### src/rtl/tpu_ctrl_pkg.sv
// Shared types and host address map for the TPU sequencing controller.
package tpu_ctrl_pkg;

   typedef enum logic [1:0] {
      IDLE = 2'd0,
      MUL  = 2'd1,
      DONE = 2'd2
   } state_t;

   typedef enum logic [1:0] {
      RD_C_LO   = 2'd0,
      RD_C_HI   = 2'd1,
      RD_STATUS = 2'd2,
      RD_ZERO   = 2'd3
   } rdata_sel_t;

   localparam logic [15:0] A_BASE      = 16'h0100;
   localparam logic [15:0] A_LAST      = 16'h013F;
   localparam logic [15:0] B_BASE      = 16'h0200;
   localparam logic [15:0] B_LAST      = 16'h023F;
   localparam logic [15:0] C_BASE      = 16'h0300;
   localparam logic [15:0] C_LAST      = 16'h037F;
   localparam logic [15:0] START_ADDR  = 16'h0400;
   localparam logic [15:0] STATUS_ADDR = 16'h0408;

endpackage

### src/rtl/tpu_ctrl_decode.sv
// Combinational host address decode: range hits, legality and A/C row extraction.
module tpu_ctrl_decode
   import tpu_ctrl_pkg::*;
#(
   parameter int DIM     = 8,
   parameter int ADDRW   = 16,
   parameter int BITS_AB = 8,
   parameter int BITS_C  = 16,
   localparam int RW     = (DIM > 1) ? $clog2(DIM) : 1
) (
   input  logic [ADDRW-1:0] addr,
   input  logic             r_w,
   output logic             hit_a,
   output logic             hit_b,
   output logic             hit_c,
   output logic             hit_start,
   output logic             hit_status,
   output logic             illegal,
   output logic [RW-1:0]    a_row,
   output logic [RW-1:0]    c_row,
   output logic             c_half
);

   // Row stride in bytes is one full row of elements.
   localparam int ASH = $clog2(DIM * BITS_AB / 8);
   localparam int CSH = $clog2(DIM * BITS_C / 8);

   always_comb begin
      hit_a      = (addr >= ADDRW'(A_BASE)) && (addr <= ADDRW'(A_LAST));
      hit_b      = (addr >= ADDRW'(B_BASE)) && (addr <= ADDRW'(B_LAST));
      hit_c      = (addr >= ADDRW'(C_BASE)) && (addr <= ADDRW'(C_LAST));
      hit_start  = (addr == ADDRW'(START_ADDR));
      hit_status = (addr == ADDRW'(STATUS_ADDR));
      // START is write-only and STATUS read-only; the wrong direction is illegal.
      illegal    = !(hit_a || hit_b || hit_c || (hit_start && r_w) || (hit_status && !r_w));
      a_row      = '0;
      c_row      = '0;
      c_half     = 1'b0;
      if (hit_a) begin
         a_row = RW'((addr - ADDRW'(A_BASE)) >> ASH);
      end
      if (hit_c) begin
         c_row  = RW'((addr - ADDRW'(C_BASE)) >> CSH);
         c_half = addr[3];
      end
   end

endmodule

### src/rtl/tpu_ctrl.sv
// TPU sequencing controller: host decode, multiply FSM, sticky status flags.
// Optional completion interrupt enabled by defining TPU_CTRL_IRQ_EN.
module tpu_ctrl
   import tpu_ctrl_pkg::*;
#(
   parameter int DIM     = 8,
   parameter int ADDRW   = 16,
   parameter int BITS_AB = 8,
   parameter int BITS_C  = 16,
   localparam int RW     = (DIM > 1) ? $clog2(DIM) : 1
) (
   input  logic             clk,
   input  logic             rst_n,
   input  logic             req,
   input  logic             r_w,
   input  logic [ADDRW-1:0] addr,
   output logic             ready,
   output logic             a_wr,
   output logic [RW-1:0]    a_row,
   output logic             b_en,
   output logic             c_wr,
   output logic [RW-1:0]    c_row,
   output logic             c_half,
   output logic             sys_en,
   output logic [1:0]       rdata_sel,
   output logic [2:0]       status,
   output logic             irq
);

   localparam int CW   = (3 * DIM - 2 > 1) ? $clog2(3 * DIM - 2) : 1;
   localparam int LAST = 3 * DIM - 3;

   state_t      state_q, state_d;
   logic [CW-1:0] count_q, count_d;
   logic        done_q, done_d;
   logic        err_q, err_d;
   logic        hit_a, hit_b, hit_c, hit_start, hit_status, illegal;
   logic        rd_status, xfer;
   rdata_sel_t  rsel;

   tpu_ctrl_decode #(
      .DIM     (DIM),
      .ADDRW   (ADDRW),
      .BITS_AB (BITS_AB),
      .BITS_C  (BITS_C)
   ) u_decode (
      .addr       (addr),
      .r_w        (r_w),
      .hit_a      (hit_a),
      .hit_b      (hit_b),
      .hit_c      (hit_c),
      .hit_start  (hit_start),
      .hit_status (hit_status),
      .illegal    (illegal),
      .a_row      (a_row),
      .c_row      (c_row),
      .c_half     (c_half)
   );

   always_comb begin
      state_d   = state_q;
      count_d   = count_q;
      done_d    = done_q;
      err_d     = err_q;
      sys_en    = 1'b0;
      rd_status = req && !r_w && hit_status;
      // Only STATUS polls get through while a multiply is in flight.
      ready     = (state_q == IDLE) || rd_status;
      xfer      = req && ready;

      case (state_q)
         IDLE: begin
            if (xfer && r_w && hit_start) begin
               count_d = '0;
               state_d = MUL;
            end
         end
         MUL: begin
            sys_en  = 1'b1;
            count_d = count_q + 1'b1;
            if (count_q == CW'(LAST)) begin
               state_d = DONE;
            end
         end
         DONE: state_d = IDLE;
         default: state_d = IDLE;
      endcase

      if (xfer && illegal) err_d = 1'b1;
      if (xfer && rd_status) begin
         err_d  = 1'b0;
         done_d = 1'b0;
      end
      if (state_q == DONE) done_d = 1'b1;

      a_wr = xfer && r_w && hit_a;
      b_en = xfer && r_w && hit_b;
      c_wr = xfer && r_w && hit_c;

      rsel = RD_C_LO;
      if (xfer && !r_w) begin
         if (hit_status)  rsel = RD_STATUS;
         else if (hit_c)  rsel = c_half ? RD_C_HI : RD_C_LO;
         else             rsel = RD_ZERO;
      end
      rdata_sel = rsel;

      status = {err_q, done_q, state_q != IDLE};
`ifdef TPU_CTRL_IRQ_EN
      irq = (state_q == DONE);
`else
      irq = 1'b0;
`endif
   end

   always_ff @(posedge clk or negedge rst_n) begin
      if (!rst_n) begin
         state_q <= IDLE;
         count_q <= '0;
         done_q  <= 1'b0;
         err_q   <= 1'b0;
      end else begin
         state_q <= state_d;
         count_q <= count_d;
         done_q  <= done_d;
         err_q   <= err_d;
      end
   end

endmodule

### config.mk
export PLATFORM = sky130hd
export DESIGN_NAME = tpu_ctrl
export DESIGN_NICKNAME = d
export VERILOG_FILES = /design/src/rtl/tpu_ctrl_pkg.sv /design/src/rtl/tpu_ctrl_decode.sv /design/src/rtl/tpu_ctrl.sv
export SDC_FILE = /design/constraint.sdc
export NUM_CORES = 1
export LEC_CHECK = 0
export CORE_MARGIN = 2
export CORE_UTILIZATION = 40
export DETAILED_ROUTE_END_ITERATION = 8
export PLACE_DENSITY = 0.84
export REMOVE_ABC_BUFFERS = 1
export SETUP_SLACK_MARGIN = 0.1
export SYNTH_ARGS = -nofsm -noshare
export SYNTH_HDL_FRONTEND = slang
export SYNTH_SLANG_ARGS = --single-unit
### constraint.sdc
create_clock -name clk -period 4.8 [get_ports clk]
set_input_delay 0.96 -clock clk [delete_from_list [all_inputs] [get_ports clk]]
set_output_delay 0.96 -clock clk [all_outputs]
set_load 0.1 [all_outputs]
Yosys cells after proc, flatten, opt, wreduce, memory -nomap -nowiden
Index checks and enable logic that the tools add are counted.
- word-level logic and storage cells: 67
- flip-flop bits (word level): 9
- input port bits: 20
- output and inout port bits: 18
- add/subtract/negate cells: 3
- equality and inequality tests: 7
- reductions and logical operators: 30
- multiplexer cells: 17
- magnitude comparators: 6
- operators with widths (cell ; number):
    16-bit by 11-bit == test with 1-bit output, second input constant ; 2
    16-bit by 10-bit greater-or-equal comparator with 1-bit output, second input constant ; 2
    16-bit by 10-bit <= comparator with 1-bit output, second input constant ; 2
    16-bit by 9-bit greater-or-equal comparator with 1-bit output, second input constant ; 1
    16-bit by 9-bit <= comparator with 1-bit output, second input constant ; 1
    1-bit logical AND ; 16
    2-bit 2-to-1 mux ; 5
    5-bit case mux with 2 select lines ; 1
    2-bit nonzero test ; 4
    1-bit 2-to-1 mux ; 7
    7-bit by 1-bit subtractor with 7-bit output, second input constant ; 1
    3-bit 2-to-1 mux ; 2
    6-bit by 1-bit subtractor with 6-bit output, second input constant ; 1
    5-bit by 1-bit adder with 5-bit output, second input constant ; 1
    5-bit == test, second input constant ; 1
    1-bit logical OR ; 5
    5-bit 2-to-1 mux ; 1
    2-bit case mux with 2 select lines ; 1
    2-bit AND reduction ; 2
    2-bit by 1-bit == test with 1-bit output, second input constant ; 1
    2-bit == test, second input constant ; 1
    1-bit logical NOT ; 2
    2-bit logical NOT ; 1
    2-bit by 1-bit inequality test with 1-bit output, second input constant ; 1
    2-bit inequality test, second input constant ; 1

Longest topological paths before layout
- word-level depth: 10
- depth in mapped cells: 5
- mapped depth without buffers: 5

Cells and area by module
From an unflattened synthesis, not the netlist that was laid out.
- cells, all modules: 88
- area, all modules: 716.9 sq um
- modules (own cells, without submodules) (module ; area an instance (sq um) ; seq. area each (sq um) ; instances ; cells an instance):
    tpu_ctrl ; 513.0 ; 225.2 ; 1 ; 57
    tpu_ctrl_decode ; 203.9 ; 0.0 ; 1 ; 31

Worst setup path before layout
No wires, ideal clock.
- kind: input -> output
- from: input addr[14]
- to: output b_en
- data arrival time: 4.643 ns
- path buffers: 0
- cell stages on the path: 4
- setup slack: -0.803 ns
- data required time: 3.840 ns
- cells stage by stage: or4_4 > nor4_4 > nand2_1 > nor4_1
- longest elaborated chain between the ends: 6
- elaborated cells between the ends (all ways): 9
- those cells by class: 2 x order compare; 1 x eq/ne; 6 x reduce/logical
- RTL lines (item ; RTL line ; source):
    start, declared ; tpu_ctrl.sv:16 ; input logic [ADDRW-1:0] addr,
    branches (longest 5 deep; another with 16-bit by 10-bit greater-or-equal comparator with 1-bit output) ; -- ;
    1-bit logical AND * ; tpu_ctrl.sv:97 ; b_en = xfer && r_w && hit_b;
    end, declared ; tpu_ctrl.sv:20 ; output logic b_en,
Mark *: on every way between the ends.

Final worst setup path
- from: input addr[14]
- to: output a_wr
- longest elaborated chain between the ends: 6
- elaborated cells between the ends (all ways): 9
- those cells by class: 2 x order compare; 1 x eq/ne; 6 x reduce/logical
- RTL lines (item ; RTL line ; source):
    branches (longest 5 deep; another with 16-bit by 9-bit greater-or-equal comparator with 1-bit output) ; -- ;
    1-bit logical AND * ; tpu_ctrl.sv:96 ; a_wr = xfer && r_w && hit_a;
    end, declared ; tpu_ctrl.sv:18 ; output logic a_wr,
Marked as above.

==> flow_metrics.env <==
export IMPL_maxSlewHeadroom_pct=34.8
export IMPL_ys_seq_area_share_pct=32.7
export IMPL_vias_per_cell=5.44
export IMPL_drc=0
export IMPL_initial_core_util_pct=44.1
export IMPL_io_buffers=36
export IMPL_end_kind="output port"
export IMPL_intPower_mw=0.126
export IMPL_worst_setup_path_type="input port to output port"
export IMPL_path_max_fanout=5
export IMPL_die_h_um=45.5
export IMPL_hold_path_class="register to register"
export IMPL_p_leak_nw=0.473
export IMPL_synth_edf_count=0
export IMPL_final_setup_skew_ps=0.984
export IMPL_combPwrFrac_pct=22.8
export IMPL_hp_start="done_q"
export IMPL_ys_async_sr_fraction_pct=100
export IMPL_cts_sinks=9
export IMPL_finalCritPeriodShare_pct=81.4
export IMPL_clk_path_buf_depth=2
export IMPL_start_kind="input port"
export IMPL_r2r_cells=4
export IMPL_synth_ff_type="dfrtp_1"
export IMPL_fillCellCount=148
export IMPL_ys_warn_count=0
export IMPL_dp_slack_ps=901
export IMPL_syn_area_um2=688
export IMPL_p_total_mw=0.176
export IMPL_final_area_mm2=0.00104
export IMPL_wl_per_cell_um=14.2
export IMPL_gp_congestion=0.749
export IMPL_cts_buffers=3
export IMPL_pin_count=38
export IMPL_cts_setup_buffers=0
export IMPL_fin_util_pct=66.7
export IMPL_coreArea_mm2=0.00156
export IMPL_track_usage_pct=19.9
export IMPL_cts_clk_slew_worst_paths_ps=60
export IMPL_arrival_ps=2950
export IMPL_hold_depth=1
export IMPL_fin_nets=140
export IMPL_ant_nets=0
export IMPL_fp_dieW_um=45.5
export IMPL_worst_slack_ps=891
export IMPL_tns_ps=0
export IMPL_holdWs_ps=491
export IMPL_required_ps=3840
export IMPL_grt_max_degree=10
export IMPL_grt_pass1_wl_um=2930
export IMPL_firstDrtPassIters=4
export IMPL_ys_ff_latch=9
export IMPL_ir_drop_v=0.000143
export IMPL_diodes=0
export IMPL_fin_cells=133
export IMPL_vias=724
export IMPL_cts_tree="yes"
export IMPL_overflow=0
export IMPL_dp_cells=129
export IMPL_power_share_sequential_pct=43.5
export IMPL_outcome="completed"
export IMPL_syn_inst=80
export IMPL_routed_wl_um=1890
export IMPL_clkPwrFrac_pct=33.7
export IMPL_hpwl_um=1540
export IMPL_crit_start="addr[14]"
export IMPL_rsz0062_at_grt="false"
export IMPL_swShare_pct=28.2
export IMPL_postCtsResizedCells=0
export IMPL_hold_violations=0
export IMPL_antenna_found_initial=0
export IMPL_ctsRootBufferMaster="clkbuf_4"
export IMPL_finalCriticalPeriod_ps=3910
export IMPL_grt_pass1_vias=674
export IMPL_placed_area_mm2=0.00101
export IMPL_hold_buffers=0
export IMPL_synthDistinctLibCells=34
export IMPL_htree_num_levels=1
export IMPL_fmaxAchievable_mhz=256
export IMPL_slew_violations=0
export IMPL_worst_pin_slew_ps=974
export IMPL_rr_startpoint="state_q[0]"
export IMPL_clk_latency_ps=260
export IMPL_syn_to_final_growth_pct=51.1
export IMPL_dieArea_mm2=0.00207
export IMPL_rows=14
export IMPL_initialDrtViolationCount=11
export IMPL_switchingPower_mw=0.0498
export IMPL_seqCellArea_um2=225
export IMPL_powerDensity_mw_per_mm2=170
export IMPL_multi_input_area_um2=422
export IMPL_drv_cap=0
export IMPL_finalSetupViolCount=0
export IMPL_avgSynthCellArea_um2=8.60
export IMPL_layout_drive_gt1_share_pct=19.7
[layout make-up]
type | instances | area share (%)
sequential | 9 | 21.7
multi-input combinational | 63 | 40.6
inverter | 5 | 1.81
timing repair buffer | 36 | 31.5
clock buffer | 4 | 2.53
tap | 16 | 1.93
[critical path: stages]
cell             delay [ps]
clkdlybuf4s50_1         390
or4_4                   560
nor4_4                  250
and4bb_2                310
and4_1                  190
buf_4                   280
[cells by family after synthesis]
group                      share of synthesized area, %
other                                             0.545
AOI/OAI and AO/OA                                  12.2
buffers and inverters                              6.00
adders and majority gates                          3.64
DFF                                                32.7
xor gates and xnor gates                           2.55
and+or+nand+nor                                    42.4
[worst paths after layout]
check                                   to  slack (ps)
min in group asynchronous       count_q[4]         990
worst min register to register      done_q         490
worst max register to register  count_q[1]        3330
max in group asynchronous           done_q        3540
worst min-delay path                done_q         490
worst max-delay path                  a_wr         890
[cell usage in the layout (no fill, tap or decap), types with 2 or more instances in the layout]
cell              n
nand4_1           2
o21ai_0           6
and2_1            6
ha_1              2
xor2_1            2
nor4_1            2
nand3_1           2
nand2b_1          3
clkdlybuf4s50_1  23
clkbuf_4          3
dfrtp_1           9
nand2_1           8
buf_4            13
nor2_1            9
inv_1             5
[cell usage after synthesis, drive strengths merged (2+ instances only)]
master	number	share of area, %
nor4	3	4.9
nor2	9	4.9
buf	3	3.3
nand2	8	4.4
dfrtp	9	33
and2	6	5.5
nand4	2	1.8
inv	5	2.7
nor3b	2	3.8
nand3	2	1.5
nand2b	3	2.7
o21ai	6	4.4
and2b	2	2.4
xor2	2	2.5
ha	2	3.6
[power groups by stage]
stage | sequential (mW) | clock (mW) | combinational (mW)
finish | 0.0766 | 0.0594 | 0.0402
global route | 0.0766 | 0.0638 | 0.0424
CTS | 0.0766 | 0.0608 | 0.0404
detailed placement | 0.0780 | 0 | 0.0402
global placement | 0.0780 | 0 | 0.0396
floorplan | 0.0779 | 0 | 0.0165
[sequential cells by signal (all words and copies together), names as in the netlist]
signal	cells
err_q	1
done_q	1
count_q	5
state_q	2
[per-layer routing]
metal	GRT usage (%)	wire, µm
met5	0	0
met4	10.6	32
met3	2.38	150
met2	37.7	997
met1	20.8	706
(Power assumes the default switching activity.)
